### config.mk
export PLATFORM = sky130hd
export DESIGN_NAME = decoder_rr_arbiter
export DESIGN_NICKNAME = d
export VERILOG_FILES = /design/src/rtl/decoder_rr_arbiter.sv
export SDC_FILE = /design/constraint.sdc
export NUM_CORES = 1
export LEC_CHECK = 0
export BUFFER_PORTS_ARGS = -buffer_cell sky130_fd_sc_hd__buf_2
export CORE_ASPECT_RATIO = 0.5
export CORE_MARGIN = 4
export CORE_UTILIZATION = 61
export CTS_CLUSTER_DIAMETER = 40
export DETAILED_ROUTE_END_ITERATION = 8
export PLACE_DENSITY = 0.87
export SYNTH_ARGS = -nofsm -noshare
export SYNTH_HDL_FRONTEND = slang
export SYNTH_SLANG_ARGS = --single-unit
### constraint.sdc
create_clock -name clk -period 13.1 [get_ports clk]
set_input_delay 1.31 -clock clk [delete_from_list [all_inputs] [get_ports clk]]
set_output_delay 1.31 -clock clk [all_outputs]
set_load 0.02 [all_outputs]
### src/rtl/decoder_rr_arbiter.sv
// Round-robin arbiter over 16 requesters with a one-hot grant decode.
// A grant lasts until done, until the holder drops its request, or until
// HOLD_MAX cycles elapse (forced release, flagged by a one-cycle timeout).
// Every grant is followed by at least one idle cycle before the next one.
module decoder_rr_arbiter #(
   parameter int HOLD_MAX = 8  // legal range 1..255
) (
   input  logic        clk,
   input  logic        rst,
   input  logic        en,
   input  logic [15:0] req,
   input  logic        done,
   output logic [15:0] gnt,
   output logic [3:0]  gnt_idx,
   output logic        gnt_vld,
   output logic        timeout
);

   typedef enum logic {
      IDLE  = 1'b0,
      GRANT = 1'b1
   } state_e;

   state_e      state_q, state_d;
   logic [3:0]  ptr_q, ptr_d;
   logic [3:0]  idx_q, idx_d;
   logic [7:0]  cnt_q, cnt_d;
   logic        to_q, to_d;

   logic        found;
   logic [3:0]  pick;
   logic [3:0]  cand;
   logic        hold_end;
   logic        grant_end;

   // Last cycle a holder may keep the resource, and any reason to release it.
   assign hold_end  = (cnt_q == 8'(HOLD_MAX - 1));
   assign grant_end = done | ~req[idx_q] | hold_end;

   // Find the first requester at or after ptr, wrapping 15 -> 0.
   always_comb begin
      // NOTE: every combinational output gets a default first so no path
      // leaves it unassigned; that is what keeps latches from being inferred.
      found = 1'b0;
      pick  = ptr_q;
      cand  = ptr_q;
      for (int i = 0; i < 16; i++) begin
         cand = ptr_q + 4'(i);
         if (!found && req[cand]) begin
            found = 1'b1;
            pick  = cand;
         end
      end
   end

   // Next-state logic: issue grants from IDLE, release them from GRANT.
   always_comb begin
      state_d = state_q;
      ptr_d   = ptr_q;
      idx_d   = idx_q;
      cnt_d   = cnt_q;
      to_d    = 1'b0;
      unique case (state_q)
         IDLE: begin
            if (en && found) begin
               state_d = GRANT;
               idx_d   = pick;
               cnt_d   = 8'd0;
            end
         end
         GRANT: begin
            if (grant_end) begin
               state_d = IDLE;
               ptr_d   = idx_q + 4'd1;
               // Flag only a release forced purely by the hold limit.
               to_d    = hold_end & ~done & req[idx_q];
            end else begin
               cnt_d = cnt_q + 8'd1;
            end
         end
         default: state_d = IDLE;
      endcase
   end

   // State registers with synchronous active-high reset.
   always_ff @(posedge clk) begin
      // NOTE: state is updated with non-blocking assignments so every flop
      // samples pre-edge values regardless of statement order.
      if (rst) begin
         state_q <= IDLE;
         ptr_q   <= 4'd0;
         idx_q   <= 4'd0;
         cnt_q   <= 8'd0;
         to_q    <= 1'b0;
      end else begin
         state_q <= state_d;
         ptr_q   <= ptr_d;
         idx_q   <= idx_d;
         cnt_q   <= cnt_d;
         to_q    <= to_d;
      end
   end

   assign gnt_vld = (state_q == GRANT);
   assign gnt_idx = idx_q;
   assign timeout = to_q;
   assign gnt     = gnt_vld ? (16'h0001 << idx_q) : 16'h0000;

endmodule

Word-level counts from Yosys, hierarchy flattened
Index checks and enable logic that the tools add are counted.
{"block": "totals", "inputBits": 20, "out_inout_bits": 22, "register_bits": 18}
{"block": "classes", "n_addsub": 17, "reduce_logical": 35, "n_mux": 72, "shift": 1, "magnitude_cmp": 17, "n_bitwise": 8, "n_eq_ne": 3}
{"op": "$lt A4 B5 Y1 const B", "n": 17}
{"op": "$bmux W1 S4", "n": 17}
{"op": "$mux W4", "n": 15}
{"op": "$mux W1", "n": 35}
{"op": "$add A4 B4 Y4 const B", "n": 8}
{"op": "$add A4 B3 Y4 const B", "n": 4}
{"op": "$logic_and A1 B1 Y1", "n": 16}
{"op": "$mux W16", "n": 1}
{"op": "$mux W8", "n": 2}
{"op": "$pmux W8 S2", "n": 1}
{"op": "$shl A1 B4 Y16 const A", "n": 1}
{"op": "$logic_not A1 Y1", "n": 15}
{"op": "$add A4 B1 Y4 const B", "n": 2}
{"op": "$add A4 B2 Y4 const B", "n": 2}
{"op": "$add A8 B1 Y8 const B", "n": 1}
{"op": "$eq A8 B3 Y1 const B", "n": 1}
{"op": "$reduce_and A2 Y1", "n": 3}
{"op": "$ne A2 B2 Y1 const B", "n": 2}
{"op": "$not A1 Y1", "n": 4}
{"op": "$reduce_or A3 Y1", "n": 1}
{"op": "$and A1 B1 Y1", "n": 2}
{"op": "$or A1 B1 Y1", "n": 2}
{"op": "$pmux W1 S2", "n": 1}

Logic depth before layout (Yosys ltp)
Gate-level depths: netlist (run 1).
{"block": "logic_depth", "word_depth": 51, "mapped_depth": 17, "ltp_nobuf": 11}

Least setup slack after synthesis (run 1)
No wires, ideal clock.
{"block": "synth_timing", "path_kind": "register -> register", "start": "reg ptr_q[1]", "end": "reg cnt_q[6]", "period_less_slack_ns": 4.853, "setup_ns": 0.121, "setup_slack_ns": 8.247, "stages_incl_launch_ff": 18, "arrival_time_ns": 4.733, "required_time_ns": 12.979, "path_buffers": 6, "cell_sequence": "dfxtp_1 > buf_6 > buf_8 > buf_2 > clkbuf_1 > inv_1 > ha_1 > buf_1 > mux4_2 > nor4b_1 > a2111oi_4 > or4b_4 > nor4_4 > a21oi_4 > buf_6 > o2111ai_2 > xor2_1 > nor2_1"}
{"block": "synth_between", "elab_chain_cells": 51, "word_cells_on_any_way": 96}
{"element": "start: declaration", "line_no": "25", "rtl": "logic [3:0] ptr_q, ptr_d;"}
{"element": "start signal: assignment", "line_no": "97", "rtl": "ptr_q <= ptr_d;"}
{"element": "parallel branches: the longest is 47 deep, another holds $add A4 B1 Y4"}
{"element": "$mux W1 (*)", "line_no": "49", "rtl": "if (!found && req[cand]) begin"}
{"element": "$logic_and A1 B1 Y1 (*)", "line_no": "65", "rtl": "if (en && found) begin"}
{"element": "$ne A2 B2 Y1 (no line) (*)"}
{"element": "$reduce_and A2 Y1 (no line) (*)"}
{"element": "end signal: assignment", "line_no": "99", "rtl": "cnt_q <= cnt_d;"}
{"element": "end: declaration", "line_no": "27", "rtl": "logic [7:0] cnt_q, cnt_d;"}
Mark *: on every way between the ends. The select of a mux whose other input is x is not followed.
A chain may end at the register's enable or synchronous reset.

Worst setup path after layout (run 1)
{"block": "layout_timing", "start": "reg ptr_q[1]", "end": "reg cnt_q[1]"}
Same word-level chain as after synthesis.

==> impl_metrics.ini, run 1 <==
[logic_synthesis]
yosysWarnings = 0
syn_nets = 442
synth_top_family_by_area = multiplexers
synth_compound_gate_area_share_pct = 19.78
synth_cell_types = 73
synth_top_area_share_pct = 22.45
yosysMostFrequentCell = nor2_1
synth-edff-count = 0
synthesis.instances = 408
synthAdderAreaFrac_pct = 4.849
synth_xor_area_share_pct = 3.879
synth_area_leaders = mux4_2 22%, dfxtp_1 10%, mux2i_1 5.8%
async_reset_ff_share_pct = 0
yosys.area_share.simple_pct = 21.41
postSynthAreaPerCell_um2 = 8.853
ys.flop_type = dfxtp_1
synth_mux_area_share_pct = 35.75
ys_seq_elements = 18
seq_area_frac_synth_pct = 9.976
synth_commonest_cells = 56 x nor2_1, 36 x mux4_2, 30 x nand2_1
synthesis.area_um2 = 3612
synth_top_area_cell = mux4_2

[timing]
fin_tns_setup_ps = 0
layout_setup_ws_ps = 7884
tightest_slew_ps = 1022
finalSetupViolCount = 0
fin_hold_ws_ps = 523.2
finalHoldViolations = 0
finalCriticalPeriod_ps = 5216
slew_violations = 0
rsz0062_at_grt = no
slew_headroom_pct = 31.75
fmax_ghz = 0.1917
post-route-period-util_pct = 39.82
finalClockSkew_ps = 1.294

[global_routing]
gr-usage-met2_pct = 48.02
grt.busiest_layer = met2
antenna_found_initial = 0
use_met1_pct = 45.51
gr-total-overflow = 0
grt_pass1_vias = 3554
track_usage_pct = 32.08
grt_max_degree = 38
grt_first_pass_wirelength_mm = 18.64
grt_use_met3_pct = 7.737

[power_and_ir_drop]
p_seq_share_pct = 16.2
switching_power_w = 0.0002013
sw_frac_of_total_pct = 47.70
p_clk_share_pct = 16.0
combPwrFrac_pct = 67.8
p_per_area_nw_per_um2 = 108.3
intPower_w = 0.0002207
power_leakage_nw = 1.454
peakVddDrop_uv = 101.7

[layout]
drive_gt1_share_pct = 25.69
syn_to_final_growth_pct = 7.863
fin_util_pct = 69.45
nets = 467
n_antenna_cell = 0
instances_no_fill = 505

[detailed_routing]
avgRoutedWirePerCell_um = 22.68
routed_wl_mm = 11.46
viasPerCell = 7.584
ant_nets = 0
num_vias = 3830
drt_iter0_markers = 536
dr.pass1.iters = 6
drc_errors = 0

[place]
dp_hpwl_mm = 8.250
gp_congestion = 1.001
io_buffers = 41
pre_cts_slack_ps = 8048
placedCellCount = 501

[die]
row_count = 19
die_area_um2 = 7292
boundaryPins = 42
fp.dieW_um = 116.8
start_util_pct = 64.38
core_um2 = 5610
fp.dieH_um = 62.42

[outcome]
status = completed

[clocking]
post_cts_resized = 0
clockRootBuffer = clkbuf_16
cts_hold_buf = 0
clock_path_buffers = 2
cts_buffers = 3
cts_num_sinks = 18
tritoncts = yes
clk_latency_ps = 250
h-tree-depth = 1
clk_pin_slew_ps = 50
postCtsSetupBuffers = 0

[critical_path]
cp-start-kind = flop
cp_data_required_time_ps = 13280
crit_fanout = 37
reg2reg_depth = 11
reg2reg_slack_ps = 7880
timing.rr.end = cnt_q[1]$_SDFFE_PP0P_
r2r-start = ptr_q[1]$_SDFFE_PP0P_
startpoint = ptr_q[1]$_SDFFE_PP0P_
crit_type = reg2reg
end_kind = flop
arrival_ps = 5400

[min_path]
hold_path_startpoint = cnt_q[7]$_SDFFE_PP0P_
whs_path_depth = 2
min_path_type = reg2reg
min_to = cnt_q[7]$_SDFFE_PP0P_

[job]
maxCapViolCount = 0
[metrics by stage]
| stage | power (W) | area, um^2 |
|---|---|---|
| after floorplan | 0.0002764 | 3612 |
| after global placement | 0.0003388 | 3807 |
| after detailed placement | 0.0003410 | 3807 |
| after CTS | 0.0004106 | 3896 |
| after global routing | 0.0004438 | 3896 |
| final | 0.0004221 | 3896 |
[worst max path at each step]
stage               cells past startpoint                     to  slack (ps)
finish                                 11  cnt_q[1]$_SDFFE_PP0P_        7880
global route                           11  cnt_q[1]$_SDFFE_PP0P_        7580
CTS                                    11  cnt_q[1]$_SDFFE_PP0P_        7970
detailed placement                     11  cnt_q[1]$_SDFFE_PP0P_        8050
global placement                       12  cnt_q[7]$_SDFFE_PP0P_        8160
floorplan                              17  cnt_q[6]$_SDFFE_PP0P_        8250
[layout make-up]
cell class	instances	area, um^2
multi-input cells	358	3094
fillers	423	1714
flip-flops and latches	18	360.3
repair buffers	45	235.2
well taps	73	91.34
clock buffers	4	88.84
inverters	7	26.28
[worst max-delay path, stage by stage (launching register included)]
cell     delay (ps)
dfxtp_1         340
buf_4           440
inv_1           280
ha_1            900
mux4_2          640
mux2_2          320
mux2i_1         570
nand3_1         230
nor4_4          620
a21oi_4         230
or3b_1          420
a21oi_1         140
[flip-flops by register name, summed over array words and instances, names as in the netlist]
| register | count |
|---|---|
| cnt_q | 8 |
| timeout | 1 |
| ptr_q | 4 |
| gnt_vld | 1 |
| gnt_idx | 4 |
[routing by layer]
| metal | part of all wire (%) | vias up | wire length (um) |
|---|---|---|---|
| li1 | - | 1653 | - |
| met1 | 39 | 1808 | 4452 |
| met2 | 45 | 311 | 5125 |
| met3 | 13 | 58 | 1506 |
| met4 | 3.2 | 0 | 370 |
| met5 | 0 | - | 0 |
[power groups by stage]
stage | combinational (W) | sequential, W | clock, W
after global routing | 0.000304 | 0.0000694 | 0.0000708
after CTS | 0.000274 | 0.0000683 | 0.0000678
final | 0.000286 | 0.0000683 | 0.0000676
after global placement | 0.000270 | 0.0000690 | 0
after detailed placement | 0.000272 | 0.0000692 | 0
after floorplan | 0.000212 | 0.0000647 | 0
[cells in the final DEF (no fill, tap or decap), types with 6 or more instances in the layout]
cell,n
nor2_1,56
mux2_2,17
nand2b_1,11
and3_1,6
nand2_1,30
dfxtp_1,18
nor2b_1,6
mux2i_1,21
mux4_2,36
xor2_1,11
buf_2,41
ha_1,14
nand3_1,12
a211oi_1,6
a21oi_1,18
nor3_1,11
o21ai_0,15
[logic make-up after synthesis]
group                      count (synthesis)
buffers and inverters                     32
adders and majority gates                 14
AOI/OAI and AO/OA                         96
muxes                                     77
xor gates and xnor gates                  16
DFF                                       18
and+or+nand+nor                          155
(Power assumes the default switching activity.)
==> inputs of run 2 (changes only) <==
--- a/config.mk
+++ b/config.mk
@@ -5,13 +5,14 @@
 export SDC_FILE = /design/constraint.sdc
 export NUM_CORES = 1
 export LEC_CHECK = 0
+export ABC_AREA = 1
 export BUFFER_PORTS_ARGS = -buffer_cell sky130_fd_sc_hd__buf_2
 export CORE_ASPECT_RATIO = 0.5
 export CORE_MARGIN = 4
-export CORE_UTILIZATION = 61
+export CORE_UTILIZATION = 59
 export CTS_CLUSTER_DIAMETER = 40
 export DETAILED_ROUTE_END_ITERATION = 8
-export PLACE_DENSITY = 0.87
+export PLACE_DENSITY = 0.86
 export SYNTH_ARGS = -nofsm -noshare
 export SYNTH_HDL_FRONTEND = slang
 export SYNTH_SLANG_ARGS = --single-unit
==> constraint.sdc (replaced) <==
create_clock -name clk -period 5.1 [get_ports clk]
set_input_delay 0.51 -clock clk [delete_from_list [all_inputs] [get_ports clk]]
set_output_delay 0.51 -clock clk [all_outputs]
set_load 0.02 [all_outputs]
==> impl_metrics.ini, run 2 <==
[critical_path]
crit_fanout = 23
cp_slowest_cell = ha_1
path_buf_inv = 4
crit_type = reg2reg
cpMostUsedCell = nand2_1
arrival_ps = 4090
cp_top_family = simple AND/OR/NAND/NOR gates
cp_data_required_time_ps = 5240
cp-start-kind = flop
path_cells = buf_4 -> inv_2 -> ha_1 -> inv_2 -> nand3_1 -> nand3_1 -> o21ai_1 -> nand2_1 -> nand2_1 -> nor3_4 -> nand2_2 -> nor3_2 -> nand2_1 -> nor2_2 -> nand2_2 -> nor3_2 -> nand2_1 -> inv_2 -> nand3_2 -> nand2_4 -> nand2_2 -> nand3b_1 -> a21oi_1
end_kind = flop
max_stage_delay_ps = 480

[min_path]
min_path_type = reg2reg

[detailed_routing]
drc_errors = 0
drt_iter0_markers = 501
avgRoutedWirePerCell_um = 14.29
dr.pass1.iters = 6
num_vias = 3629
viasPerCell = 5.853
ant_nets = 0
routed_wl_mm = 8.857

[logic_synthesis]
yosysMostFrequentCell = nand2_1
async_reset_ff_share_pct = 0
synthesis.instances = 519
seq_area_frac_synth_pct = 12.57
synth_area_leaders = nand2_1 20%, nand3_1 17%, dfxtp_1 13%
synth_top_area_cell = nand2_1
postSynthAreaPerCell_um2 = 5.523
synthesis.area_um2 = 2866
synth-edff-count = 0
syn_nets = 553
synth_top_area_share_pct = 19.77
ys.flop_type = dfxtp_1
yosysWarnings = 0
synth_commonest_cells = 151 x nand2_1, 96 x nand3_1, 54 x inv_1
synth_cell_types = 42
ys_seq_elements = 18

[power_and_ir_drop]
power_leakage_nw = 1.601
p_per_area_nw_per_um2 = 320.0
peakVddDrop_uv = 180.4

[layout]
n_antenna_cell = 0
syn_to_final_growth_pct = 9.428
nets = 589
drive_gt1_share_pct = 13.18
mostFrequentLayoutCell = nand2_1
fin_util_pct = 69.24
regMostFlops = cnt_q
final_cell_mix = 151 x nand2_1, 96 x nand3_1, 54 x inv_1
largest_register_ffs = 8

[place]
gp_congestion = 0.9913
io_buffers = 41
dp_hpwl_mm = 6.742

[global_routing]
grt.busiest_layer = met2
grt_first_pass_wirelength_mm = 14.47
grt_pass1_vias = 3077
grt_use_met3_pct = 5.085
use_met1_pct = 41.45
gr-usage-met2_pct = 43.56
antenna_found_initial = 0
gr-total-overflow = 0
grt_max_degree = 24
track_usage_pct = 28.61

[clocking]
cts_num_sinks = 18
post_cts_resized = 0
clk_latency_ps = 260
clockRootBuffer = clkbuf_8
clock_path_buffers = 2
cts_buffers = 3
clk_pin_slew_ps = 80
h-tree-depth = 1
postCtsSetupBuffers = 0
cts_hold_buf = 0
tritoncts = yes

[outcome]
status = completed

[timing]
finalSetupViolCount = 0
tightest_slew_ps = 590.6
slew_headroom_pct = 60.21
finalHoldViolations = 0
fin_tns_setup_ps = 0
fmax_ghz = 0.2530
post-route-period-util_pct = 77.50
rsz0062_at_grt = no
finalClockSkew_ps = 12.72
slew_violations = 0
finalCriticalPeriod_ps = 3953

[die]
fp.dieW_um = 106.6
row_count = 17
die_area_um2 = 6105
fp.dieH_um = 57.29
start_util_pct = 63.27
core_um2 = 4531
boundaryPins = 42

[job]
maxCapViolCount = 0
run 2: layout make-up:
class	instances	area (um^2)
clock buffer	4	55.05
fill	429	1394
inverter	64	242.7
multi-input combinational	424	2168
sequential	18	360.3
tap	66	82.58
timing repair buffer	44	227.7
run 2: stage by stage:
step / std cells / total power [W] / hold WS [ps] / cell area [um^2] / setup slack [ps]
after floorplan: 519 / 0.0007090 / 435.3 / 2867 / 1804
after global placement: 616 / 0.0008530 / 452.6 / 3082 / 1291
after detailed placement: 616 / 0.0008593 / 461.0 / 3082 / 1254
after CTS: 620 / 0.0009822 / 475.2 / 3137 / 1232
after global routing: 620 / 0.001095 / 515.1 / 3137 / 778.8
final: 620 / 0.001004 / 474.0 / 3137 / 1147
run 2: final timing paths:
check                           depth (start not counted)                    end  slack [ps]                   from
worst max-delay path                                   23  cnt_q[4]$_SDFFE_PP0P_        1150  ptr_q[0]$_SDFFE_PP0P_
worst min-delay path                                    2  cnt_q[4]$_SDFFE_PP0P_         470  cnt_q[4]$_SDFFE_PP0P_
worst max register to register                         23  cnt_q[4]$_SDFFE_PP0P_        1150  ptr_q[0]$_SDFFE_PP0P_
worst min register to register                          2  cnt_q[4]$_SDFFE_PP0P_         470  cnt_q[4]$_SDFFE_PP0P_
run 2: cells by family after synthesis:
group           count (synthesis)  share of synthesized area [%]
compound gates                 83                          16.50
xor+xnor                       10                          3.972
fa+ha+maj                      14                          6.111
buf+inv                        77                          11.79
flops                          18                          12.57
simple gates                  317                          49.06
run 2: worst register-to-register path, delay by kind of cell (launching register included):
kind,cells,cell delay [ps]
AOI/OAI and AO/OA,2,170
adders and majority gates,1,480
buffers and inverters,4,840
DFF,1,310
and+or+nand+nor,16,2020
run 2: power by group:
part	total [W]	switching [W]	internal (W)
registers	0.000184	0.0000308	0.000153
clock network	0.000121	0.0000523	0.0000687
logic	0.000699	0.000485	0.000214
total	0.00100	0.000568	0.000436
run 2: layer usage:
| layer | share of wire (%) | up-vias | routed length [um] |
|---|---|---|---|
| li1 | - | 1787 | - |
| met1 | 44 | 1583 | 3856 |
| met2 | 43 | 227 | 3774 |
| met3 | 12 | 32 | 1032 |
| met4 | 2.2 | 0 | 193 |
| met5 | 0 | - | 0 |
